===== src/rtl/sdo_frame_rx.sv =====
// sdo_frame_rx: receiver for the framed SDO serial stream.
// A frame is start(1), DATA_W data bits (LSB first), even parity and stop(0).
// Accepted frames give a one-cycle RX_VALID pulse. Stop-bit faults and watchdog
// aborts give a one-cycle FRM_ERR pulse. All outputs are registered.
`timescale 1ns/1ps
module sdo_frame_rx #(
   parameter int unsigned DATA_W  = 6,
   parameter int unsigned TIMEOUT = 127,
   parameter int unsigned CNT_W   = 8
) (
   input  logic              CLK,
   input  logic              RST_N,
   input  logic              CLR,
   input  logic              SHIFT_EN,
   input  logic              SDI,
   output logic [DATA_W-1:0] RX_DATA,
   output logic              RX_VALID,
   output logic              PAR_ERR,
   output logic              FRM_ERR,
   output logic              BUSY,
   output logic [CNT_W-1:0]  FRAME_CNT
);

   localparam int unsigned IDX_W = (DATA_W > 1) ? $clog2(DATA_W) : 1;
   // The watchdog only has to hold 0..TIMEOUT-1; reaching TIMEOUT is the abort itself.
   localparam int unsigned WD_W  = (TIMEOUT > 1) ? $clog2(TIMEOUT) : 1;
   localparam logic [WD_W-1:0]  WD_LAST  = WD_W'((TIMEOUT > 0) ? TIMEOUT - 1 : 0);
   localparam logic [IDX_W-1:0] IDX_LAST = IDX_W'(DATA_W - 1);

   typedef enum logic [1:0] {S_IDLE, S_DATA, S_PARITY, S_STOP} state_t;

   state_t             state, state_nxt;
   logic [DATA_W-1:0]  shreg, shreg_nxt;
   logic [IDX_W-1:0]   idx, idx_nxt;
   logic               par_acc, par_acc_nxt;
   logic               par_bad, par_bad_nxt;
   logic [WD_W-1:0]    wdog, wdog_nxt;
   logic [DATA_W-1:0]  data_nxt;
   logic               valid_nxt, perr_nxt, ferr_nxt, busy_nxt;
   logic [CNT_W-1:0]   cnt_nxt;

   // State register; CLR acts like reset and drops any partial frame silently.
   always_ff @(posedge CLK or negedge RST_N) begin
      if (!RST_N) begin
         state <= S_IDLE;
      end else if (CLR) begin
         state <= S_IDLE;
      end else begin
         state <= state_nxt;
      end
   end

   // Datapath and output registers.
   always_ff @(posedge CLK or negedge RST_N) begin
      if (!RST_N) begin
         shreg     <= '0;
         idx       <= '0;
         par_acc   <= 1'b0;
         par_bad   <= 1'b0;
         wdog      <= '0;
         RX_DATA   <= '0;
         RX_VALID  <= 1'b0;
         PAR_ERR   <= 1'b0;
         FRM_ERR   <= 1'b0;
         BUSY      <= 1'b0;
         FRAME_CNT <= '0;
      end else if (CLR) begin
         shreg     <= '0;
         idx       <= '0;
         par_acc   <= 1'b0;
         par_bad   <= 1'b0;
         wdog      <= '0;
         RX_DATA   <= '0;
         RX_VALID  <= 1'b0;
         PAR_ERR   <= 1'b0;
         FRM_ERR   <= 1'b0;
         BUSY      <= 1'b0;
         FRAME_CNT <= '0;
      end else begin
         shreg     <= shreg_nxt;
         idx       <= idx_nxt;
         par_acc   <= par_acc_nxt;
         par_bad   <= par_bad_nxt;
         wdog      <= wdog_nxt;
         RX_DATA   <= data_nxt;
         RX_VALID  <= valid_nxt;
         PAR_ERR   <= perr_nxt;
         FRM_ERR   <= ferr_nxt;
         BUSY      <= busy_nxt;
         FRAME_CNT <= cnt_nxt;
      end
   end

   // Next-state and next-output logic. A strobe always beats the watchdog.
   always_comb begin
      state_nxt   = state;
      shreg_nxt   = shreg;
      idx_nxt     = idx;
      par_acc_nxt = par_acc;
      par_bad_nxt = par_bad;
      wdog_nxt    = wdog;
      data_nxt    = RX_DATA;
      valid_nxt   = 1'b0;
      perr_nxt    = 1'b0;
      ferr_nxt    = 1'b0;
      cnt_nxt     = FRAME_CNT;

      if (SHIFT_EN) begin
         wdog_nxt = '0;
         unique case (state)
            S_IDLE: begin
               if (SDI) begin
                  state_nxt   = S_DATA;
                  idx_nxt     = '0;
                  par_acc_nxt = 1'b0;
               end
            end
            S_DATA: begin
               shreg_nxt[idx] = SDI;
               par_acc_nxt    = par_acc ^ SDI;
               if (idx == IDX_LAST) begin
                  state_nxt = S_PARITY;
               end else begin
                  idx_nxt = idx + 1'b1;
               end
            end
            S_PARITY: begin
               par_bad_nxt = par_acc ^ SDI;
               state_nxt   = S_STOP;
            end
            S_STOP: begin
               if (!SDI) begin
                  data_nxt  = shreg;
                  valid_nxt = 1'b1;
                  perr_nxt  = par_bad;
                  if (FRAME_CNT != '1) begin
                     cnt_nxt = FRAME_CNT + 1'b1;
                  end
               end else begin
                  ferr_nxt = 1'b1;
               end
               state_nxt = S_IDLE;
            end
            default: state_nxt = S_IDLE;
         endcase
      end else if (state != S_IDLE && TIMEOUT != 0) begin
         if (wdog == WD_LAST) begin
            state_nxt = S_IDLE;
            ferr_nxt  = 1'b1;
         end else begin
            wdog_nxt = wdog + 1'b1;
         end
      end

      if (state_nxt == S_IDLE) begin
         wdog_nxt = '0;
      end
      busy_nxt = (state_nxt != S_IDLE);
   end

endmodule


===== config.mk =====
export PLATFORM = sky130hd
export DESIGN_NAME = sdo_frame_rx
export DESIGN_NICKNAME = d
export VERILOG_FILES = /design/src/rtl/sdo_frame_rx.sv
export SDC_FILE = /design/constraint.sdc
export NUM_CORES = 1
export LEC_CHECK = 0
export ABC_CLOCK_PERIOD_IN_PS = 2400
export CAP_MARGIN = 20
export CORE_UTILIZATION = 59
export DETAILED_ROUTE_END_ITERATION = 6
export PLACE_DENSITY = 0.82
export SETUP_SLACK_MARGIN = 0.1
export SLEW_MARGIN = 20
export SYNTH_ARGS = -nofsm -noshare
export SYNTH_HDL_FRONTEND = slang
export SYNTH_SLANG_ARGS = --single-unit

===== constraint.sdc =====
create_clock -name CLK -period 2.4 [get_ports CLK]
set_input_delay 0.24 -clock CLK [delete_from_list [all_inputs] [get_ports CLK]]
set_output_delay 0.24 -clock CLK [all_outputs]
set_load 0.03 [all_outputs]

Yosys cells after proc, flatten, opt, wreduce, memory -nomap -nowiden --
Cells that the tools add are included.
Storage, ports and cells: register bits 38, input port bits 5, output and inout port bits 18, word-level logic and storage cells 101
Operators by class: add/sub/neg operators 3, $lt $le $gt $ge 2, equality and inequality tests 10, multiplexer cells 54, bitwise logic cells 1, reduce and logical (&&, ||, !) cells 19
Operator list (count):
- 6-bit 2-to-1 mux | 7
- 8-bit 2-to-1 mux | 5
- 7-bit 2-to-1 mux | 5
- 1-bit 2-to-1 mux | 22
- 2-bit nonzero test | 7
- 2-bit 2-to-1 mux | 6
- 3-bit 2-to-1 mux | 4
- 8-bit by 1-bit adder with 8-bit output, second input constant | 1
- 8-bit != test, second input constant | 1
- 2-bit one-hot mux with 4 select lines | 1
- 4-bit AND reduction | 2
- 7-bit by 1-bit adder with 7-bit output, second input constant | 1
- 7-bit == test, second input constant | 1
- 6-bit bitwise mux | 1
- 3-bit != test, second input constant | 2
- 3-bit one-hot mux with 2 select lines | 1
- 2-bit AND reduction | 3
- 3-bit AND reduction | 2
- 2-bit == test, second input constant | 2
- 2-bit zero test | 2
- 3-bit by 4-bit less-than comparator with 1-bit output, second input constant | 1
- 4-bit by 3-bit != test with 1-bit output, second input constant | 1
- 4-bit nonzero test | 1
- 3-bit by 1-bit adder with 3-bit output, second input constant | 1
- 9 further kinds | 9

Longest topological paths before layout --
Gate-level depths: netlist of the first run.
depth in word-level cells 8, gate-level depth with buffers 6

Least setup slack after synthesis of the first run --
No wires, ideal clock.
path type reg2reg, start register FRAME_CNT[0], end register FRAME_CNT[6], library setup time 0.078 ns, arrival 1.761 ns, required time 2.322 ns, path slack 0.561 ns, cell stages (with the launch flop) 6, path buffers 0, path through dfrtp_1 -> ha_1 -> nand3_1 -> or3b_4 -> or3_1 -> a21oi_1
On the way: word-level cells in the longest chain between the ends 6
RTL lines:
- start: declaration | RTL line 21 | output logic [CNT_W-1:0] FRAME_CNT
- start signal: assignment | RTL line 90 | FRAME_CNT <= cnt_nxt;
- 8-bit by 1-bit adder with 8-bit output | RTL line 137 | cnt_nxt = FRAME_CNT + 1'b1;
- 8-bit 2-to-1 mux | RTL line 136 | if (FRAME_CNT != '1) begin
- 8-bit 2-to-1 mux | RTL line 132 | if (!SDI) begin
- 8-bit 2-to-1 mux | RTL line 110 | unique case (state)
- 8-bit 2-to-1 mux | RTL line 108 | if (SHIFT_EN) begin
- 8-bit 2-to-1 mux | RTL line 67 | end else if (CLR) begin
Parallel ways exist; a longest one is shown, timed or not. The select of a mux whose other input is x is not followed. A chain may end at the register's enable or synchronous reset.

Worst setup path in the final report of the first run --
Same ends and word-level chain as after synthesis.

==> out/results.tsv, run 1 <==
stage	metric	value	unit
status	status	finished with violations	
status	failing checks	negative hold slack	
logic_synthesis	Ys Warns	0	
timing	Hold WS	-20.5	ps
placed_design	PortBufs	22	
logic_synthesis	Synth Flop Type	dfrtp_1	
clock_tree	CTS buffer count	5	
timing	minimum clock period	1830	ps
global_route	GRT overflow	0	
clock_tree	number of post-CTS setup repair buffers	0	
global_route	first-pass GRT wire length	6350	um
finish	fin area	2160	um^2
floorplan	Rows	19	
timing	Max Freq	545	MHz
critical_path	Worst Setup End Kind	flop	
floorplan	Die Footprint	3370	um^2
clock_tree	CTS Sinks	38	
run	max-cap violations	0	
finish	Area Overhead vs Synth	16.6	%
timing	fin crit share	0.765	
clock_tree	CTS tree	built	
logic_synthesis	syn nets	198	
clock_tree	worst-case clock buffer depth	2	
finish	layout cells sized above 1	0.0660	
timing	Slew HR	0.471	
power_and_ir_drop	leakage	0.944	nW
timing	Hold Vio Cnt, Final	37	
finish	commonest non-fill, non-tap cell in the layout	dfrtp_1	
power_and_ir_drop	PwrDens	469	nW/um^2
clock_tree	Clock H-tree levels	2	
floorplan	Top Ports	23	
logic_synthesis	ys async rst share	1.00	
timing	final setup TNS	0	ps
hold_path	Hold Path Class	in -> async	
logic_synthesis	Mapped Area	1860	um^2
logic_synthesis	Mean Syn Cell Area	9.87	um^2
critical_path	Critical Path RT	2660	ps
floorplan	core area	2880	um^2
placed_design	Place WS	359	ps
logic_synthesis	Netlist cell types	39	
logic_synthesis	EDFF count, synth	0	
global_route	initial antenna violation count	0	
timing	RSZ-0062 raised after global routing	false	
floorplan	die span in x	58.1	um
power_and_ir_drop	worst vdd ir	0.000357	V
clock_tree	Resize count post-CTS	0	
timing	Slew Limit Fails	0	
timing	PnR worst setup slack	565	ps
clock_tree	Worst-Skew Late Latency	330	ps
timing	worst slew pin tran	793	ps
drt	vias per cell	5.75	
drt	drt total wl	3530	um
floorplan	die span in y	58.1	um
finish	layout net count	222	
placed_design	RePlAce Congestion	0.800	
placed_design	DP HPWL	2560	um
critical_path	worst setup path class	reg -> reg	
critical_path	critical path startpoint category	flop	
clock_tree	CTS root buf	clkbuf_4	
drt	Wirelength per Cell	13.9	um
drt	DRC viols	0	
clock_tree	CTS Hold Bufs	0	
critical_path	crit-path max FO	6	
timing	final setup fails	0	
floorplan	effective utilization at floorplan	0.645	
critical_path	Arr. time, crit path	2100	ps
clock_tree	clock slew at reported path FFs	110	ps
drt	Starting DRT DRC Count	71	
global_route	pin count of the biggest net entering global routing	39	
drt	First-pass DRT Iterations	4	
logic_synthesis	register area share after synthesis	0.512	
finish	commonest non-fill, non-tap cells in the layout	dfrtp_1 (38), nor2_1 (29), nand2_1 (23), clkdlybuf4s50_1 (21), a21oi_1 (11)	
finish	Ant. Diodes	0	
global_route	vias in the first global route	1519	
logic_synthesis	Gate Count Post-Synth	188	
placed_design	Placed Area	2120	um^2
timing	Clock Skew	5.95	ps
drt	post-route ant nets	0	
logic_synthesis	synthesis-stage register bit count	38	
drt	via count	1460	
global_route	Total GRT Usage	0.247	
## path summary, 6_finish.rpt
path	startpoint	slack (ps)	endpoint	cells after the start
setup / recovery	FRAME_CNT[0]$_DFFE_PN0P_	570	FRAME_CNT[6]$_DFFE_PN0P_	5
hold / removal	RST_N	-20	RX_DATA[0]$_DFFE_PN0P_	1
setup reg to reg	FRAME_CNT[0]$_DFFE_PN0P_	570	FRAME_CNT[6]$_DFFE_PN0P_	5
hold reg to reg	wdog[0]$_DFFE_PN0P_	490	wdog[0]$_DFFE_PN0P_	1
max in group asynchronous	RST_N	1910	wdog[6]$_DFFE_PN0P_	1
min in group CLK	wdog[0]$_DFFE_PN0P_	490	wdog[0]$_DFFE_PN0P_	1
## cells in the mapped netlist (2+ instances only)
cell / count / area (um^2)
and3_1: 4 / 25.0
a21oi_1: 11 / 55.1
xnor2_1: 3 / 26.3
or3_1: 2 / 12.5
and4_1: 2 / 17.5
o211ai_1: 3 / 22.5
ha_1: 5 / 62.6
buf_2: 3 / 15.0
buf_1: 2 / 7.51
o22ai_1: 2 / 12.5
nand2b_1: 2 / 12.5
inv_1: 2 / 7.51
nor4_1: 2 / 12.5
and4b_1: 2 / 20.0
nor3_1: 3 / 15.0
xor2_1: 7 / 61.3
nand3_1: 6 / 30.0
nand2_1: 23 / 86.3
nand3b_1: 3 / 22.5
mux2i_1: 9 / 90.1
and2_1: 2 / 12.5
o21bai_1: 2 / 15.0
clkbuf_1: 4 / 15.0
o21ai_0: 4 / 20.0
dfrtp_1: 38 / 951
nor2_1: 29 / 109
## cell type report
| class | count | area, um^2 |
|---|---|---|
| timing repair buffer | 26 | 245 |
| clock inverter | 2 | 10.0 |
| tap | 42 | 52.6 |
| sequential | 38 | 951 |
| multi-input combinational | 139 | 860 |
| fill | 220 | 713 |
| clock buffer | 5 | 37.5 |
| inverter | 2 | 7.51 |
## registers in the layout, summed over array words and instances, names as in the netlist, 2 cells and up
register   count
state          2
shreg          6
FRAME_CNT      8
idx            3
RX_DATA        6
wdog           7
## per-layer routing
layer	routed length (um)	part of all wire	GRT usage
met5	0	0	0
met4	40	0.011	0.112
met3	149	0.042	0.0491
met2	1810	0.51	0.427
met1	1530	0.43	0.297
## cell families after synthesis
group,count (synthesis),synth area share
AO/OA/AOI/OAI,28,0.0924
XOR/XNOR,10,0.0472
adder cells (fa/ha/maj),5,0.0337
buffers and inverters,11,0.0243
flip-flops,38,0.512
multiplexers,9,0.0486
AND/OR/NAND/NOR,87,0.241
## worst max-delay path, stage by stage, from the launching register on
cell,delay (ps)
dfrtp_1,450
ha_1,220
nand3_1,200
or3b_4,440
or3_1,310
a21oi_1,150
## through the flow
stage	hold slack, ps	std cells	util	power, mW
final	-20.5	254	0.752	1.02
after global routing	76.9	254	0.752	1.05
after CTS	11.2	254	0.752	1.03
after detailed placement	380	247	0.736	0.731
after global placement	370	247	0.736	0.729
after floorplan	-55.6	188	-	0.697
## report_power, final
group | internal (mW) | switching (mW) | leakage (nW)
combinational | 0.0231 | 0.0410 | 0.384
clock | 0.105 | 0.193 | 0.0308
sequential | 0.645 | 0.00796 | 0.529
Note: power is estimated with default switching activity, not from simulation.
==> inputs of run 2 (changes only) <==
--- a/config.mk
+++ b/config.mk
@@ -5,11 +5,11 @@
 export SDC_FILE = /design/constraint.sdc
 export NUM_CORES = 1
 export LEC_CHECK = 0
-export ABC_CLOCK_PERIOD_IN_PS = 2400
+export ABC_CLOCK_PERIOD_IN_PS = 1500
 export CAP_MARGIN = 20
-export CORE_UTILIZATION = 59
+export CORE_UTILIZATION = 49
 export DETAILED_ROUTE_END_ITERATION = 6
-export PLACE_DENSITY = 0.82
+export PLACE_DENSITY = 0.73
 export SETUP_SLACK_MARGIN = 0.1
 export SLEW_MARGIN = 20
 export SYNTH_ARGS = -nofsm -noshare
==> constraint.sdc (replaced) <==
create_clock -name CLK -period 1.5 [get_ports CLK]
set_input_delay 0.15 -clock CLK [delete_from_list [all_inputs] [get_ports CLK]]
set_output_delay 0.15 -clock CLK [all_outputs]
set_load 0.03 [all_outputs]
==> run 2 against run 1 <==
The flow finishes with violations (negative setup slack). Design area increased by 20%. Count of clock-buffer cells in the layout did not move. First-iteration DRC count rose by 13%. Register-to-register slack lost 590 ps. Sequential power increased by 59%. Clock power grew to 2.9 times the previous value. Die area is 20% higher. Fmax grew 20%. Critical path depth unchanged. Non-clock buffer count rose by 28. Worst setup slack got worse by 590 ps. Combinational power increased to 2.6 times the previous value. Critical path type unchanged.
==> out/results.tsv, run 2 (synthesis results as in run 1) <==
stage	metric	value	unit
status	status	finished with violations	
status	failing checks	negative setup slack	
critical_path	worst path bufs/invs	0	
finish	layout net count	250	
hold_path	Hold Path Class	in -> async	
critical_path	reg2reg path depth	5	
critical_path	Worst path top cell family by delay	simple AND/OR/NAND/NOR gates	
critical_path	crit-path max FO	2	
clock_tree	Clock H-tree levels	2	
floorplan	Die Footprint	4040	um^2
power_and_ir_drop	leakage	1.18	nW
timing	final setup TNS	-25.0	ps
clock_tree	CTS root buf	clkbuf_8	
drt	First-pass DRT Iterations	4	
placed_design	DP HPWL	2880	um
clock_tree	clock slew at reported path FFs	80	ps
floorplan	die span in x	63.5	um
drt	DRC viols	0	
clock_tree	CTS buffer count	5	
critical_path	R2R Setup Slk	-30	ps
global_route	vias in the first global route	1604	
placed_design	Placed Area	2330	um^2
critical_path	Worst Setup End Kind	flop	
finish	Most flops, register	FRAME_CNT	
finish	commonest non-fill, non-tap cell in the layout	dfrtp_1	
timing	Slew Limit Fails	0	
run	max-cap violations	0	
drt	Wirelength per Cell	15.7	um
timing	Hold WS	323	ps
finish	Regs by FF count	FRAME_CNT x8, wdog x7	
finish	Area Overhead vs Synth	39.4	%
finish	Ant. Diodes	0	
global_route	pin count of the biggest net entering global routing	22	
critical_path	worst setup path class	reg -> reg	
clock_tree	worst-case clock buffer depth	2	
finish	Storage cell area	958	um^2
floorplan	core area	3470	um^2
global_route	initial antenna violation count	0	
timing	fin crit share	1.02	
finish	Final Non-Filler Cells	287	
timing	RSZ-0062 raised after global routing	true	
critical_path	cells along the critical path	ha_4 > nand3_4 > or3b_4 > or3_1 > a21oi_1	
timing	Slew HR	0.700	
clock_tree	Worst-Skew Late Latency	300	ps
placed_design	PortBufs	22	
timing	Clock Skew	10.4	ps
critical_path	Arr. time, crit path	1750	ps
floorplan	die span in y	63.5	um
finish	max reg flops	8	
power_and_ir_drop	worst vdd ir	0.000833	V
drt	post-route ant nets	0	
critical_path	Critical Path RT	1730	ps
global_route	GRT overflow	0	
floorplan	effective utilization at floorplan	0.535	
timing	PnR worst setup slack	-25.0	ps
floorplan	Rows	21	
placed_design	Place WS	-277	ps
finish	Filler Cell Count	259	
critical_path	critical path startpoint category	flop	
timing	worst slew pin tran	451	ps
drt	drt total wl	4490	um
timing	Max Freq	656	MHz
global_route	first-pass GRT wire length	7250	um
power_and_ir_drop	PwrDens	803	nW/um^2
critical_path	CP peak stage delay	400	ps
timing	minimum clock period	1530	ps
timing	final setup fails	1	
timing	Hold Vio Cnt, Final	0	
clock_tree	CTS tree	built	
drt	via count	1602	
critical_path	RR Endpoint	FRAME_CNT[6]$_DFFE_PN0P_	
placed_design	dpl cells	271	
finish	area occupied by multi-input gates	995	um^2
critical_path	Reg-to-Reg Start	FRAME_CNT[1]$_DFFE_PN0P_	
finish	commonest non-fill, non-tap cells in the layout	dfrtp_1 (32), nor2_1 (29), buf_4 (27), nand2_1 (23), dlygate4sd2_1 (13)	
finish	fin area	2590	um^2
clock_tree	CTS Sinks	38	
global_route	Total GRT Usage	0.237	
drt	vias per cell	5.58	
placed_design	RePlAce Congestion	0.838	
critical_path	Crit. path cell count	5	
finish	layout cells sized above 1	0.286	
drt	Starting DRT DRC Count	80	
critical_path	Crit-path slowest cell	or3b_4	
floorplan	Top Ports	23	
[run 2: cell count changes in the layout (fill, tap and decap cells not counted), sizes merged]
cell,delta
buf,+27
clkdlybuf4s50,-18
dlygate4sd2,+13
clkdlybuf4s15,+4
bufinv,+1
clkbuf,+1
dlygate4sd3,+1
[run 2: worst reg2reg max path: stages (launching register included)]
cell and delay [ps]:
dfrtp_2 390, ha_4 160, nand3_4 70, or3b_4 400
or3_1 310, a21oi_1 130
[run 2: where the power goes]
| part | switching (mW) | internal (mW) |
|---|---|---|
| sequential | 0.00765 | 1.03 |
| combinational | 0.0922 | 0.0724 |
| clock | 0.384 | 0.490 |
| total | 0.484 | 1.59 |
[run 2: how the worst max path moves through the flow]
stage | startpoint | end | slack (ps)
floorplan | FRAME_CNT[0]$_DFFE_PN0P_ | FRAME_CNT[6]$_DFFE_PN0P_ | -160
global placement | SHIFT_EN | FRAME_CNT[6]$_DFFE_PN0P_ | -220
detailed placement | SHIFT_EN | FRAME_CNT[6]$_DFFE_PN0P_ | -280
CTS | FRAME_CNT[1]$_DFFE_PN0P_ | FRAME_CNT[6]$_DFFE_PN0P_ | -30
global route | FRAME_CNT[1]$_DFFE_PN0P_ | FRAME_CNT[6]$_DFFE_PN0P_ | -70
finish | FRAME_CNT[1]$_DFFE_PN0P_ | FRAME_CNT[6]$_DFFE_PN0P_ | -30
[run 2: final cells by class]
type | count | share of cell area
repair buffers | 54 | 0.178
clock buffers | 5 | 0.0266
flip-flops and latches | 38 | 0.370
well taps | 46 | 0.0222
inverters | 2 | 0.00290
clock inverters | 3 | 0.0155
multi-input cells | 139 | 0.384
[run 2: what timing repair did]
action | 4_1_cts | 5_1_grt
endpoints found under the hold margin | 18 | 0
buffers inserted | 3 | 4
pin swaps | 5 | 13
gates resized for setup | 29 | 21
hold buffers | 1 | 0
endpoints found under the setup margin | 29 | 26
[run 2: routing by layer]
| metal | share of wire | global-route usage | vias to the layer above | routed length, um |
|---|---|---|---|---|
| met5 | 0 | 0 | - | 0 |
| met1 | 0.42 | 0.279 | 800 | 1890 |
| met4 | 0.016 | 0.0881 | 0 | 72 |
| met2 | 0.52 | 0.412 | 38 | 2350 |
| li1 | - | - | 756 | - |
| met3 | 0.039 | 0.0616 | 8 | 176 |
[run 2: through the flow]
stage | util | power (mW)
finish | 0.746 | 2.08
floorplan | - | 1.12
CTS | 0.715 | 2.06
detailed placement | 0.672 | 1.19
global route | 0.746 | 2.14
global placement | 0.672 | 1.19
